<file path="config.mk">
export PLATFORM = sky130hd
export DESIGN_NAME = ibex_fp_wb_arbiter_flat
export DESIGN_NICKNAME = d
export VERILOG_FILES = /design/src/rtl/ibex_fp_wb_arbiter_pkg.sv /design/src/rtl/ibex_fp_wb_arbiter_if.sv /design/src/rtl/ibex_fp_wb_arbiter_scoreboard.sv /design/src/rtl/ibex_fp_wb_arbiter.sv /design/src/flat_wrapper.sv
export SDC_FILE = /design/constraint.sdc
export NUM_CORES = 1
export LEC_CHECK = 0
export BUFFER_PORTS_ARGS = -buffer_cell sky130_fd_sc_hd__buf_4
export CAP_MARGIN = 20
export CORE_AREA = 3 3 85 87
export DETAILED_ROUTE_END_ITERATION = 6
export DIE_AREA = 0 0 88 90
export GPL_TIMING_DRIVEN = 0
export PLACE_DENSITY = 0.79
export SLEW_MARGIN = 25
export SYNTH_ARGS = -nofsm -noshare
export SYNTH_HDL_FRONTEND = slang
export SYNTH_SLANG_ARGS = --single-unit
export TNS_END_PERCENT = 100
</file>
<file path="constraint.sdc">
create_clock -name clk_i -period 2.9 [get_ports clk_i]
set_clock_uncertainty 0.2 [all_clocks]
set_input_delay 0.435 -clock clk_i [delete_from_list [all_inputs] [get_ports clk_i]]
set_output_delay 0.435 -clock clk_i [all_outputs]
set_load 0.1 [all_outputs]
</file>
<file path="src/rtl/ibex_fp_wb_arbiter_pkg.sv">
// Shared types for the FP register-file writeback path.
// Requester encoding doubles as the round-robin priority value.
package ibex_fp_pkg;

    localparam int FP_REG_ADDR_W = 5;
    localparam int FP_NUM_REGS   = 1 << FP_REG_ADDR_W;

    typedef enum logic {
        FP_WB_FPU = 1'b0,
        FP_WB_LSU = 1'b1
    } fp_wb_src_e;

endpackage

</file>
<file path="src/rtl/ibex_fp_wb_arbiter_if.sv">
// Writeback requesters, issue-stage scoreboard access and W1 port.
// master drives requests/issue info, slave is the arbiter.
interface ibex_fp_wb_arbiter_if #(
    parameter int DataWidth = 16
);
    import ibex_fp_pkg::*;

    logic                     fpu_valid_i;
    logic                     fpu_ready_o;
    logic [FP_REG_ADDR_W-1:0] fpu_waddr_i;
    logic [DataWidth-1:0]     fpu_wdata_i;
    logic                     lsu_valid_i;
    logic                     lsu_ready_o;
    logic [FP_REG_ADDR_W-1:0] lsu_waddr_i;
    logic [DataWidth-1:0]     lsu_wdata_i;
    logic                     issue_valid_i;
    logic [FP_REG_ADDR_W-1:0] issue_rd_i;
    logic [FP_REG_ADDR_W-1:0] chk_rs1_i;
    logic [FP_REG_ADDR_W-1:0] chk_rs2_i;
    logic [FP_REG_ADDR_W-1:0] chk_rd_i;
    logic                     hazard_o;
    logic [FP_NUM_REGS-1:0]   busy_o;
    logic [FP_REG_ADDR_W-1:0] fp_waddr_o;
    logic [DataWidth-1:0]     fp_wdata_o;
    logic                     fp_we_o;
    logic                     err_o;

    modport master (
        output fpu_valid_i, fpu_waddr_i, fpu_wdata_i,
        output lsu_valid_i, lsu_waddr_i, lsu_wdata_i,
        output issue_valid_i, issue_rd_i,
        output chk_rs1_i, chk_rs2_i, chk_rd_i,
        input  fpu_ready_o, lsu_ready_o,
        input  hazard_o, busy_o,
        input  fp_waddr_o, fp_wdata_o, fp_we_o, err_o
    );

    modport slave (
        input  fpu_valid_i, fpu_waddr_i, fpu_wdata_i,
        input  lsu_valid_i, lsu_waddr_i, lsu_wdata_i,
        input  issue_valid_i, issue_rd_i,
        input  chk_rs1_i, chk_rs2_i, chk_rd_i,
        output fpu_ready_o, lsu_ready_o,
        output hazard_o, busy_o,
        output fp_waddr_o, fp_wdata_o, fp_we_o, err_o
    );

endinterface

</file>
<file path="src/rtl/ibex_fp_wb_arbiter_scoreboard.sv">
// Pending-write scoreboard for FP registers: set on issue,
// clear on register-file write, set wins on collision.
module ibex_fp_scoreboard
    import ibex_fp_pkg::*;
#(
    parameter bit WrenCheck = 1'b0
) (
    input  logic                     clk,
    input  logic                     rst_n,
    input  logic                     set_valid,
    input  logic [FP_REG_ADDR_W-1:0] set_addr,
    input  logic                     clr_valid,
    input  logic [FP_REG_ADDR_W-1:0] clr_addr,
    input  logic [FP_REG_ADDR_W-1:0] chk_a,
    input  logic [FP_REG_ADDR_W-1:0] chk_b,
    input  logic [FP_REG_ADDR_W-1:0] chk_c,
    output logic [FP_NUM_REGS-1:0]   busy,
    output logic                     hazard,
    output logic                     err
);

    logic [FP_NUM_REGS-1:0] busy_q;
    logic [FP_NUM_REGS-1:0] busy_d;
    logic                   set_en;
    logic                   clr_en;

    assign set_en = set_valid & (set_addr != '0);
    assign clr_en = clr_valid & (clr_addr != '0);

    always_comb begin
        busy_d = busy_q;
        if (clr_en) busy_d[clr_addr] = 1'b0;
        if (set_en) busy_d[set_addr] = 1'b1;
        busy_d[0] = 1'b0;
    end

    always_ff @(posedge clk or negedge rst_n) begin
        if (!rst_n) busy_q <= '0;
        else        busy_q <= busy_d;
    end

    assign busy   = busy_q;
    assign hazard = busy_q[chk_a] | busy_q[chk_b] | busy_q[chk_c];

    generate
        if (WrenCheck) begin : g_err
            logic err_q;
            logic err_d;
            logic same;

            assign same  = clr_en & (clr_addr == set_addr);
            assign err_d = (set_en & busy_q[set_addr] & ~same)
                         | (clr_en & ~busy_q[clr_addr]);

            always_ff @(posedge clk or negedge rst_n) begin
                if (!rst_n) err_q <= 1'b0;
                else        err_q <= err_d;
            end

            assign err = err_q;
        end else begin : g_no_err
            assign err = 1'b0;
        end
    endgenerate

endmodule

</file>
<file path="src/rtl/ibex_fp_wb_arbiter.sv">
// FP register-file W1 arbiter between FPU and FP load results,
// with round-robin on contention and a registered write port.
module ibex_fp_wb_arbiter
    import ibex_fp_pkg::*;
#(
    parameter int DataWidth = 16,
    parameter bit WrenCheck = 1'b0
) (
    input  logic                clk_i,
    input  logic                rst_ni,
    ibex_fp_wb_arbiter_if.slave bus
);

    fp_wb_src_e               prio_q;
    logic                     contested;
    logic                     grant_fpu;
    logic                     grant_lsu;
    logic [FP_REG_ADDR_W-1:0] gnt_addr;
    logic [DataWidth-1:0]     gnt_data;
    logic [FP_REG_ADDR_W-1:0] waddr_q;
    logic [DataWidth-1:0]     wdata_q;
    logic                     we_q;

    // A requester is only held off when the other one is valid and owns priority.
    assign contested       = bus.fpu_valid_i & bus.lsu_valid_i;
    assign bus.fpu_ready_o = ~(bus.lsu_valid_i & (prio_q == FP_WB_LSU));
    assign bus.lsu_ready_o = ~(bus.fpu_valid_i & (prio_q == FP_WB_FPU));

    assign grant_fpu = bus.fpu_valid_i & bus.fpu_ready_o;
    assign grant_lsu = bus.lsu_valid_i & bus.lsu_ready_o;
    assign gnt_addr  = grant_fpu ? bus.fpu_waddr_i : bus.lsu_waddr_i;
    assign gnt_data  = grant_fpu ? bus.fpu_wdata_i : bus.lsu_wdata_i;

    always_ff @(posedge clk_i or negedge rst_ni) begin
        if (!rst_ni) begin
            prio_q  <= FP_WB_FPU;
            waddr_q <= '0;
            wdata_q <= '0;
            we_q    <= 1'b0;
        end else begin
            we_q <= 1'b0;
            if (grant_fpu | grant_lsu) begin
                waddr_q <= gnt_addr;
                wdata_q <= gnt_data;
                we_q    <= (gnt_addr != '0);
            end
            if (contested) begin
                prio_q <= grant_fpu ? FP_WB_LSU : FP_WB_FPU;
            end
        end
    end

    assign bus.fp_waddr_o = waddr_q;
    assign bus.fp_wdata_o = wdata_q;
    assign bus.fp_we_o    = we_q;

    ibex_fp_scoreboard #(
        .WrenCheck (WrenCheck)
    ) u_scoreboard (
        .clk       (clk_i),
        .rst_n     (rst_ni),
        .set_valid (bus.issue_valid_i),
        .set_addr  (bus.issue_rd_i),
        .clr_valid (we_q),
        .clr_addr  (waddr_q),
        .chk_a     (bus.chk_rs1_i),
        .chk_b     (bus.chk_rs2_i),
        .chk_c     (bus.chk_rd_i),
        .busy      (bus.busy_o),
        .hazard    (bus.hazard_o),
        .err       (bus.err_o)
    );

endmodule

</file>
<file path="src/flat_wrapper.sv">
// flat-port wrapper written by rule: the top's interface ports become plain ports
module ibex_fp_wb_arbiter_flat import ibex_fp_pkg::*;
#(
    parameter int DataWidth = 16,
    parameter bit WrenCheck = 1'b0
)
  (clk_i, rst_ni, bus_fpu_valid_i, bus_fpu_waddr_i, bus_fpu_wdata_i, bus_lsu_valid_i, bus_lsu_waddr_i, bus_lsu_wdata_i, bus_issue_valid_i, bus_issue_rd_i, bus_chk_rs1_i, bus_chk_rs2_i, bus_chk_rd_i, bus_fpu_ready_o, bus_lsu_ready_o, bus_hazard_o, bus_busy_o, bus_fp_waddr_o, bus_fp_wdata_o, bus_fp_we_o, bus_err_o);
  ibex_fp_wb_arbiter_if #(.DataWidth(DataWidth)) bus_i ();
  input  logic clk_i;
  input  logic rst_ni;
  input wire logic [$bits(bus_i.fpu_valid_i)-1:0] bus_fpu_valid_i;
  input wire logic [$bits(bus_i.fpu_waddr_i)-1:0] bus_fpu_waddr_i;
  input wire logic [$bits(bus_i.fpu_wdata_i)-1:0] bus_fpu_wdata_i;
  input wire logic [$bits(bus_i.lsu_valid_i)-1:0] bus_lsu_valid_i;
  input wire logic [$bits(bus_i.lsu_waddr_i)-1:0] bus_lsu_waddr_i;
  input wire logic [$bits(bus_i.lsu_wdata_i)-1:0] bus_lsu_wdata_i;
  input wire logic [$bits(bus_i.issue_valid_i)-1:0] bus_issue_valid_i;
  input wire logic [$bits(bus_i.issue_rd_i)-1:0] bus_issue_rd_i;
  input wire logic [$bits(bus_i.chk_rs1_i)-1:0] bus_chk_rs1_i;
  input wire logic [$bits(bus_i.chk_rs2_i)-1:0] bus_chk_rs2_i;
  input wire logic [$bits(bus_i.chk_rd_i)-1:0] bus_chk_rd_i;
  output wire logic [$bits(bus_i.fpu_ready_o)-1:0] bus_fpu_ready_o;
  output wire logic [$bits(bus_i.lsu_ready_o)-1:0] bus_lsu_ready_o;
  output wire logic [$bits(bus_i.hazard_o)-1:0] bus_hazard_o;
  output wire logic [$bits(bus_i.busy_o)-1:0] bus_busy_o;
  output wire logic [$bits(bus_i.fp_waddr_o)-1:0] bus_fp_waddr_o;
  output wire logic [$bits(bus_i.fp_wdata_o)-1:0] bus_fp_wdata_o;
  output wire logic [$bits(bus_i.fp_we_o)-1:0] bus_fp_we_o;
  output wire logic [$bits(bus_i.err_o)-1:0] bus_err_o;
  assign bus_i.fpu_valid_i = bus_fpu_valid_i;
  assign bus_i.fpu_waddr_i = bus_fpu_waddr_i;
  assign bus_i.fpu_wdata_i = bus_fpu_wdata_i;
  assign bus_i.lsu_valid_i = bus_lsu_valid_i;
  assign bus_i.lsu_waddr_i = bus_lsu_waddr_i;
  assign bus_i.lsu_wdata_i = bus_lsu_wdata_i;
  assign bus_i.issue_valid_i = bus_issue_valid_i;
  assign bus_i.issue_rd_i = bus_issue_rd_i;
  assign bus_i.chk_rs1_i = bus_chk_rs1_i;
  assign bus_i.chk_rs2_i = bus_chk_rs2_i;
  assign bus_i.chk_rd_i = bus_chk_rd_i;
  assign bus_fpu_ready_o = bus_i.fpu_ready_o;
  assign bus_lsu_ready_o = bus_i.lsu_ready_o;
  assign bus_hazard_o = bus_i.hazard_o;
  assign bus_busy_o = bus_i.busy_o;
  assign bus_fp_waddr_o = bus_i.fp_waddr_o;
  assign bus_fp_wdata_o = bus_i.fp_wdata_o;
  assign bus_fp_we_o = bus_i.fp_we_o;
  assign bus_err_o = bus_i.err_o;
  ibex_fp_wb_arbiter #(.DataWidth(DataWidth), .WrenCheck(WrenCheck)) u_core (.clk_i(clk_i), .rst_ni(rst_ni), .bus(bus_i));
endmodule
</file>
# Yosys cells after proc, flatten, opt, wreduce, memory -nomap -nowiden
# Cells that the tools add are included.
[totals]
regBits = 54
in_bits = 67
word_cells = 49
output_inout_bits = 58
[op_classes]
magnitude_cmp = 7
n_reduce_logical = 5
bitwise = 16
mux = 16
[ops]
columns = ["op", "n"]
rows = [
  ["$mux W32", 2],
  ["$and A32 B32 Y32", 1],
  ["$not A32 Y32", 1],
  ["$or A32 B32 Y32", 1],
  ["$lt A5 B6 Y1 const B", 5],
  ["$mux W16", 1],
  ["$bmux W1 S5", 3],
  ["$reduce_bool A5 Y1", 3],
  ["$demux W1 S5", 2],
  ["$ge A5 B1 Y1 const B", 2],
  ["$and A1 B1 Y1", 7],
  ["$mux W1", 7],
  ["$mux W5", 1],
  ["$not A1 Y1", 3],
  ["$or A1 B1 Y1", 3],
  ["$logic_and A1 B1 Y1", 2],
]

# Depth between registers and ports, before layout
# Gate-level depths: netlist (run 1).
[depth]
depth_word = 9
depth_mapped = 6
ltp_nobuf = 5

# Hierarchy
# Synthesis (run 1) repeated with hierarchy kept, for this count alone.
[hier_totals]
cells_unflattened = 330
hier_area_um2 = 3590.9
[by_module_without_submodules]
columns = ["module", "cells_each", "area_per_inst_um2", "instances", "seq_area_each_um2"]
rows = [
  ["ibex_fp_scoreboard", 206, 2235.9, 1, 775.7],
  ["ibex_fp_wb_arbiter", 124, 1355.0, 1, 575.6],
]

# Worst setup path before layout (run 1)
# No wires, ideal clock.
[synth_timing]
path_type = "reg-to-output"
startpoint = "reg u_core.u_scoreboard.busy_q[17] (netlist: u_core.u_scoreboard.busy[17])"
endpoint = "out bus_hazard_o"
arrival_ns = 3.063
path_stages_with_launch = 6
path_buffers = 0
t_required_ns = 2.265
setup_slack_ns = -0.798
path_cell_list = "dfrtp_1 > mux4_1 > mux2_4 > and3_4 > a2111oi_4 > nand4_1"
[synth_between]
elab_chain_cells = 4
elab_cells_between_ends = 8
cone_classes = "mux (6); bitwise (2)"
[synth_lines]
columns = ["element", "line_no", "text"]
rows = [
  ["from (decl)", "ibex_fp_wb_arbiter_scoreboard.sv:22", "logic [FP_NUM_REGS-1:0] busy_q;"],
  ["from (signal assigned)", "ibex_fp_wb_arbiter_scoreboard.sv:39", "else busy_q <= busy_d;"],
  ["$bmux W1 S5", "ibex_fp_wb_arbiter_scoreboard.sv:43", "assign hazard = busy_q[chk_a] | busy_q[chk_b] | busy_q[chk_c];"],
  ["$mux W1 (implied by the code)", "ibex_fp_wb_arbiter_scoreboard.sv:43", ""],
  ["$or A1 B1 Y1", "ibex_fp_wb_arbiter_scoreboard.sv:43", ""],
  ["$or A1 B1 Y1 *", "ibex_fp_wb_arbiter_scoreboard.sv:43", ""],
  ["to (decl)", "flat_wrapper.sv:24", "output wire logic [$bits(bus_i.hazard_o)-1:0] bus_hazard_o;"],
]
# Every way passes the cells marked *; elsewhere a longest branch is shown, timed or not. The select of a mux whose other input is x is not followed.

# Worst setup path after layout (run 1)
[layout_timing]
startpoint = "reg u_core.u_scoreboard.busy_q[19] (netlist: u_core.u_scoreboard.busy[19])"
endpoint = "out bus_hazard_o"
# Same word-level chain as after synthesis.

==> results of run 1 <==
sequential cells by signal, summed over array words and instances (netlist names):
signal	count
u_core.u_scoreboard.busy	31
u_core.bus.fp_we_o	1
u_core.bus.fp_wdata_o	16
u_core.prio_q	1
u_core.bus.fp_waddr_o	5
stage by stage:
| step | TNS, ns | utilization |
|---|---|---|
| after global placement | -0.00517 | 0.659 |
| after detailed placement | -0.00782 | 0.659 |
| after floorplan | -0.382 | - |
| after CTS | -0.0782 | 0.679 |
| final | -0.0628 | 0.679 |
| after global routing | -0.157 | 0.679 |
worst reg2reg max path, cell delays in order, from the launching register on:
cell,delay (ns)
dfrtp_1,0.40
nand2b_1,0.12
clkbuf_1,0.35
nand2_1,0.18
clkbuf_1,0.25
o22ai_1,0.25
nor2_1,0.07
worst max-delay path by stage:
stage / start / endpoint / cells after the start
after detailed placement: bus_chk_rs1_i[2] / bus_hazard_o / 7
final: u_core.u_scoreboard.busy[19] / bus_hazard_o / 6
after CTS: u_core.u_scoreboard.busy[19] / bus_hazard_o / 6
after global placement: bus_chk_rs1_i[2] / bus_hazard_o / 7
after floorplan: u_core.u_scoreboard.busy[19] / bus_hazard_o / 5
after global routing: u_core.u_scoreboard.busy[19] / bus_hazard_o / 6
final cells by class:
| class | count | area (um^2) |
|---|---|---|
| Sequential cell | 54 | 1400 |
| Tap cell | 77 | 96.3 |
| Fill cell | 516 | 2060 |
| Buffer | 19 | 93.8 |
| Inverter | 3 | 11.3 |
| Clock buffer | 5 | 68.8 |
| Clock inverter | 3 | 45.0 |
| Timing Repair Buffer | 117 | 885 |
| Multi-Input combinational cell | 244 | 1760 |
timing repair:
action | in CTS | in global routing
setup buffers | 0 | 0
endpoints found under the hold margin | 54 | 0
endpoints found under the setup margin | 1 | 1
hold buffers | 1 | 0
resized for setup | 1 | 2
pin swaps | 0 | 1
metal layers:
layer	GRT usage	part of all wire	up-vias
li1	-	-	1445
met1	0.316	0.40	1492
met2	0.410	0.49	168
met3	0.0667	0.10	15
met4	0.0908	0.019	0
met5	0	0	-
synth_stat cells, types with 2 or more instances:
library cell  count  area share
nand2b_1          5      0.0097
nand2_1          13       0.015
nor2b_1           4      0.0078
mux4_2           16        0.11
clkbuf_1         11       0.013
nor3b_1           3      0.0070
o21ai_0          63       0.098
o22ai_1          22       0.043
inv_1             3      0.0035
nand4_1           2      0.0039
nor2_1           49       0.057
nand3b_1          7       0.016
mux4_1            3       0.025
or3b_2            2      0.0055
nand3_1           7       0.011
dfrtp_1          54        0.42
and3_1            2      0.0039
buf_4             2      0.0047
buf_2             3      0.0047
buf_1             2      0.0023
or4_1             3      0.0070
mux2i_1          12       0.037
mux2_2            9       0.032
cells by family after synthesis:
family / Yosys count / synth area share
and+or+nand+nor: 104 / 0.160
AOI/OAI and AO/OA: 96 / 0.174
DFF: 54 / 0.420
muxes: 41 / 0.210
buffers and inverters: 22 / 0.0315
xor gates and xnor gates: 1 / 0.00273
other: 1 / 0.00117
==> run_results.csv, run 1 <==
group,metric,value,unit
drt,wire_per_inst,18.4,um
timing,worst_pin_slew,0.648,ns
timing,setup_viol,1,
timing,fmax,338,MHz
min_path,min_from,"bus_lsu_wdata_i[13]",
setup_path,cp.required,2.27,ns
flow_run,max-cap-violations,0,
synthesis,synth_edf_count,0,
drt,vias_per_cell,5.98,
drt,drtAntennaViolNets,0,
setup_path,path_class,"register to output port",
timing,setup_slack,-0.0628,ns
die,num_rows,29,
synthesis,syn_avg_cell_area,10.1,um^2
final_layout,final_common_cell,"buf_4",
die,fp.coreArea,6420,um^2
drt,vias,3120,
min_path,min_path_type,"input pin to register",
die,die_w,88,um
die,die_h,90,um
setup_path,critical_path_buf_inv_count,1,
setup_path,reg2reg_from,"u_core.prio_q",
die,io_pins,125,
final_layout,antenna_cells,0,
setup_path,slowest_delay,0.51,ns
synthesis,synth_cell_types,45,
placed_design,post-place-ws,-0.00782,ns
drt,drt-initial-drc-count,192,
setup_path,r2r_setup_slack,0.98,ns
run_status,status,"finished with violations",
timing,timing.slew.headroom,0.568,
setup_path,worstPathCellList,"mux4_2, mux2_4, and3_4, a2111oi_4, nand4_1, buf_6",
final_layout,area_growth,35.7,%
setup_path,ff2ff_path_depth,6,
synthesis,yosysWarningCount,0,
timing,post-route-period-util,1.02,
final_layout,drive_gt1_frac,0.429,
timing,maxSlewViolCount,0,
min_path,holdPathStages,3,
setup_path,critPathSlowestCell,"dfrtp_4",
setup_path,cp.arrival,2.33,ns
clocking,root_buffer,"clkbuf_8",
clocking,cts_buffers,5,
timing,fin_crit,2.96,ns
placed_design,dp_hpwl,7530,um
drt,post-route-drc-count,0,
synthesis,yosysSeqAreaShare,0.420,
synthesis,synth-main-ff-cell,"dfrtp_1",
grt,grt_pass1_wl,15700,um
die,dieArea,7920,um^2
clocking,clockBufferDepth,2,
clocking,cts_tree,"yes",
drt,drt-total-wl,9580,um
min_path,min_to,"u_core.bus.fp_wdata_o[13]",
final_layout,fin_cells,522,
clocking,clk_pin_slew,0.09,ns
synthesis,async_flop_share,1.00,
grt,grt_remaining_overflow,0,
die,initial_utilization,0.500,
setup_path,worst_r2r_endpoint,"u_core.bus.fp_wdata_o[9]",
run_status,violations,"setup timing",
setup_path,cp-end-kind,"output port",
timing,hold_viol_final,0,
grt,grt_max_degree,55,
synthesis,synthCells,319,
clocking,h-tree-depth,2,
final_layout,final_cell_mix,"118 x buf_4, 63 x o21ai_0, 49 x nor2_1",
clocking,clock-sinks,54,
placed_design,place_area,4230,um^2
timing,rsz0062_at_grt,"yes",
timing,timing.hold.ws,0.164,ns
setup_path,start_kind,"register",
final_layout,fin_nets,511,
synthesis,synth_area,3210,um^2
clocking,clkLatencyLatePin,0.30,ns
placed_design,numPlacedInstances,513,
final_layout,final_cell_area,4360,um^2
grt,antenna_found_initial,0,
synthesis,ys_ff_latch,54,
setup_path,cp_max_fo,5,
drt,dr.pass1.iters,4,
grt,grt_pass1_vias,3132,
placed_design,io_buffers,116,
grt,grt_use_total,0.251,
setup_path,cp_top_family,"multiplexers",
placed_design,place_congestion,0.926,
Power of run 1 is left out: the tool's default activity adds up to more than one toggle a clock period on the data nets, which glitch-free logic cannot reach.
==> run 2: changes to the inputs <==
--- a/config.mk
+++ b/config.mk
@@ -12,6 +12,7 @@
 export DIE_AREA = 0 0 88 90
 export GPL_TIMING_DRIVEN = 0
 export PLACE_DENSITY = 0.79
+export REMOVE_ABC_BUFFERS = 1
 export SLEW_MARGIN = 25
 export SYNTH_ARGS = -nofsm -noshare
 export SYNTH_HDL_FRONTEND = slang
==> run_results.csv, run 2 (synthesis gave the netlist of run 1 again) <==
group,metric,value,unit
setup_path,cp.arrival,2.28,ns
timing,rsz0062_at_grt,"yes",
die,dieArea,7920,um^2
min_path,min_from,"bus_lsu_wdata_i[13]",
run_status,violations,"setup timing",
final_layout,largest_reg_flops,31,
drt,vias_per_cell,6.07,
setup_path,r2r_setup_slack,0.87,ns
setup_path,reg2reg_from,"u_core.prio_q",
drt,wl_met1,3790,um
placed_design,dp_hpwl,7250,um
die,io_pins,125,
clocking,cts_tree,"yes",
drt,wire_per_inst,18.5,um
setup_path,slowest_delay,0.45,ns
timing,maxSlewViolCount,0,
setup_path,cp.required,2.27,ns
die,num_rows,29,
setup_path,cp-end-kind,"output port",
clocking,clock-sinks,54,
clocking,cts_buffers,5,
drt,drt-total-wl,9590,um
final_layout,antenna_cells,0,
clocking,clkLatencyLatePin,0.32,ns
drt,dr_wl_met2,4510,um
drt,dr.pass1.iters,5,
grt,antenna_found_initial,0,
setup_path,critPathSlowestCell,"mux4_2",
die,die_h,90,um
timing,timing.slew.headroom,0.548,
setup_path,cp_max_fo,3,
timing,fmax,343,MHz
final_layout,post-route-util,0.681,
timing,post-route-period-util,1.00,
die,initial_utilization,0.500,
drt,vias,3149,
setup_path,worstSetupStartpoint,"u_core.u_scoreboard.busy[21]",
clocking,root_buffer,"clkbuf_8",
clocking,h-tree-depth,2,
placed_design,place_congestion,0.954,
grt,grt_pass1_wl,15600,um
timing,fin_crit,2.91,ns
drt,drtAntennaViolNets,0,
drt,drt-initial-drc-count,193,
grt,grt_max_degree,55,
flow_run,max-cap-violations,0,
grt,grt_use_total,0.248,
final_layout,drive_gt1_frac,0.405,
timing,setup_slack,-0.0137,ns
drt,wl_met3,1080,um
timing,hold_viol_final,0,
final_layout,final_cell_mix,"129 x buf_4, 63 x o21ai_0, 52 x dfrtp_1",
clocking,clk_pin_slew,0.10,ns
run_status,status,"finished with violations",
clocking,clockBufferDepth,2,
final_layout,area_growth,36.0,%
timing,worst_pin_slew,0.676,ns
grt,grt_pass1_vias,3162,
placed_design,io_buffers,122,
drt,post-route-drc-count,0,
die,fp.coreArea,6420,um^2
setup_path,start_kind,"register",
drt,top_layer_used,"met4",
min_path,min_path_type,"input pin to register",
timing,setup_viol,1,
final_layout,final_common_cell,"buf_4",
setup_path,worstPathCellList,"buf_6, mux4_2, o211a_1, a2111oi_4, nand4_1, buf_8",
grt,grt_remaining_overflow,0,
setup_path,path_class,"register to output port",
final_layout,fin_nets,508,
die,die_w,88,um
[run 2: cell types whose count changed in the layout (fill, tap and decap cells not counted), moves of 2 or more]
cell      delta
buf_1        -2
dfrtp_4      -5
buf_4       +11
dfrtp_2     -21
buf_2        -2
clkbuf_1    -10
dfrtp_1     +26
[run 2: critical path, delay by kind of cell, from the launching register on]
kind            cells  cell delay [ns]
simple gates        1             0.18
compound gates      2             0.55
flops               1             0.42
buf+inv             2             0.35
mux                 1             0.45
[run 2: worst paths after layout]
check / endpoint / depth (start not counted)
worst max-delay path: bus_hazard_o / 6
worst min-delay path: u_core.bus.fp_wdata_o[13] / 3
worst max register to register: u_core.bus.fp_wdata_o[0] / 4
worst min register to register: u_core.bus.fp_wdata_o[3] / 2
max in group asynchronous: u_core.u_scoreboard.busy[14] / 2
min in group asynchronous: u_core.u_scoreboard.busy[21] / 2
[run 2: per-layer routing]
metal / up-vias / track usage
met5: - / 0
met4: 0 / 0.0818
met3: 21 / 0.0676
met2: 199 / 0.398
met1: 1497 / 0.324
li1: 1432 / -
[run 2: area by class of cell]
| cell class | count | area [um^2] |
|---|---|---|
| Clock buffer | 5 | 68.8 |
| Clock inverter | 3 | 45.0 |
| Fill cell | 521 | 2050 |
| Inverter | 3 | 11.3 |
| Multi-Input combinational cell | 244 | 1780 |
| Sequential cell | 54 | 1350 |
| Tap cell | 77 | 96.3 |
| Timing Repair Buffer | 133 | 1020 |
[run 2: what timing repair did]
item	in CTS	in global routing
hold endpoints to repair	54	0
hold buffers	1	0
setup endpoints to repair	1	1
pin swaps	4	3
buffers inserted	9	1
resized for setup	8	5
[run 2: per-stage QoR]
step	setup TNS (ns)	setup slack, ns	area (um^2)	hold slack (ns)	instances
global route	-0.0797	-0.0797	4370	0.152	519
floorplan	-0.798	-0.798	3130	-0.0606	301
finish	-0.0137	-0.0137	4370	0.147	519
CTS	-0.0171	-0.0171	4350	0.151	518
detailed placement	-0.0870	-0.0870	4140	0.303	500
global placement	-0.0857	-0.0857	4140	0.277	500
Power of run 2 is left out for the same reason.
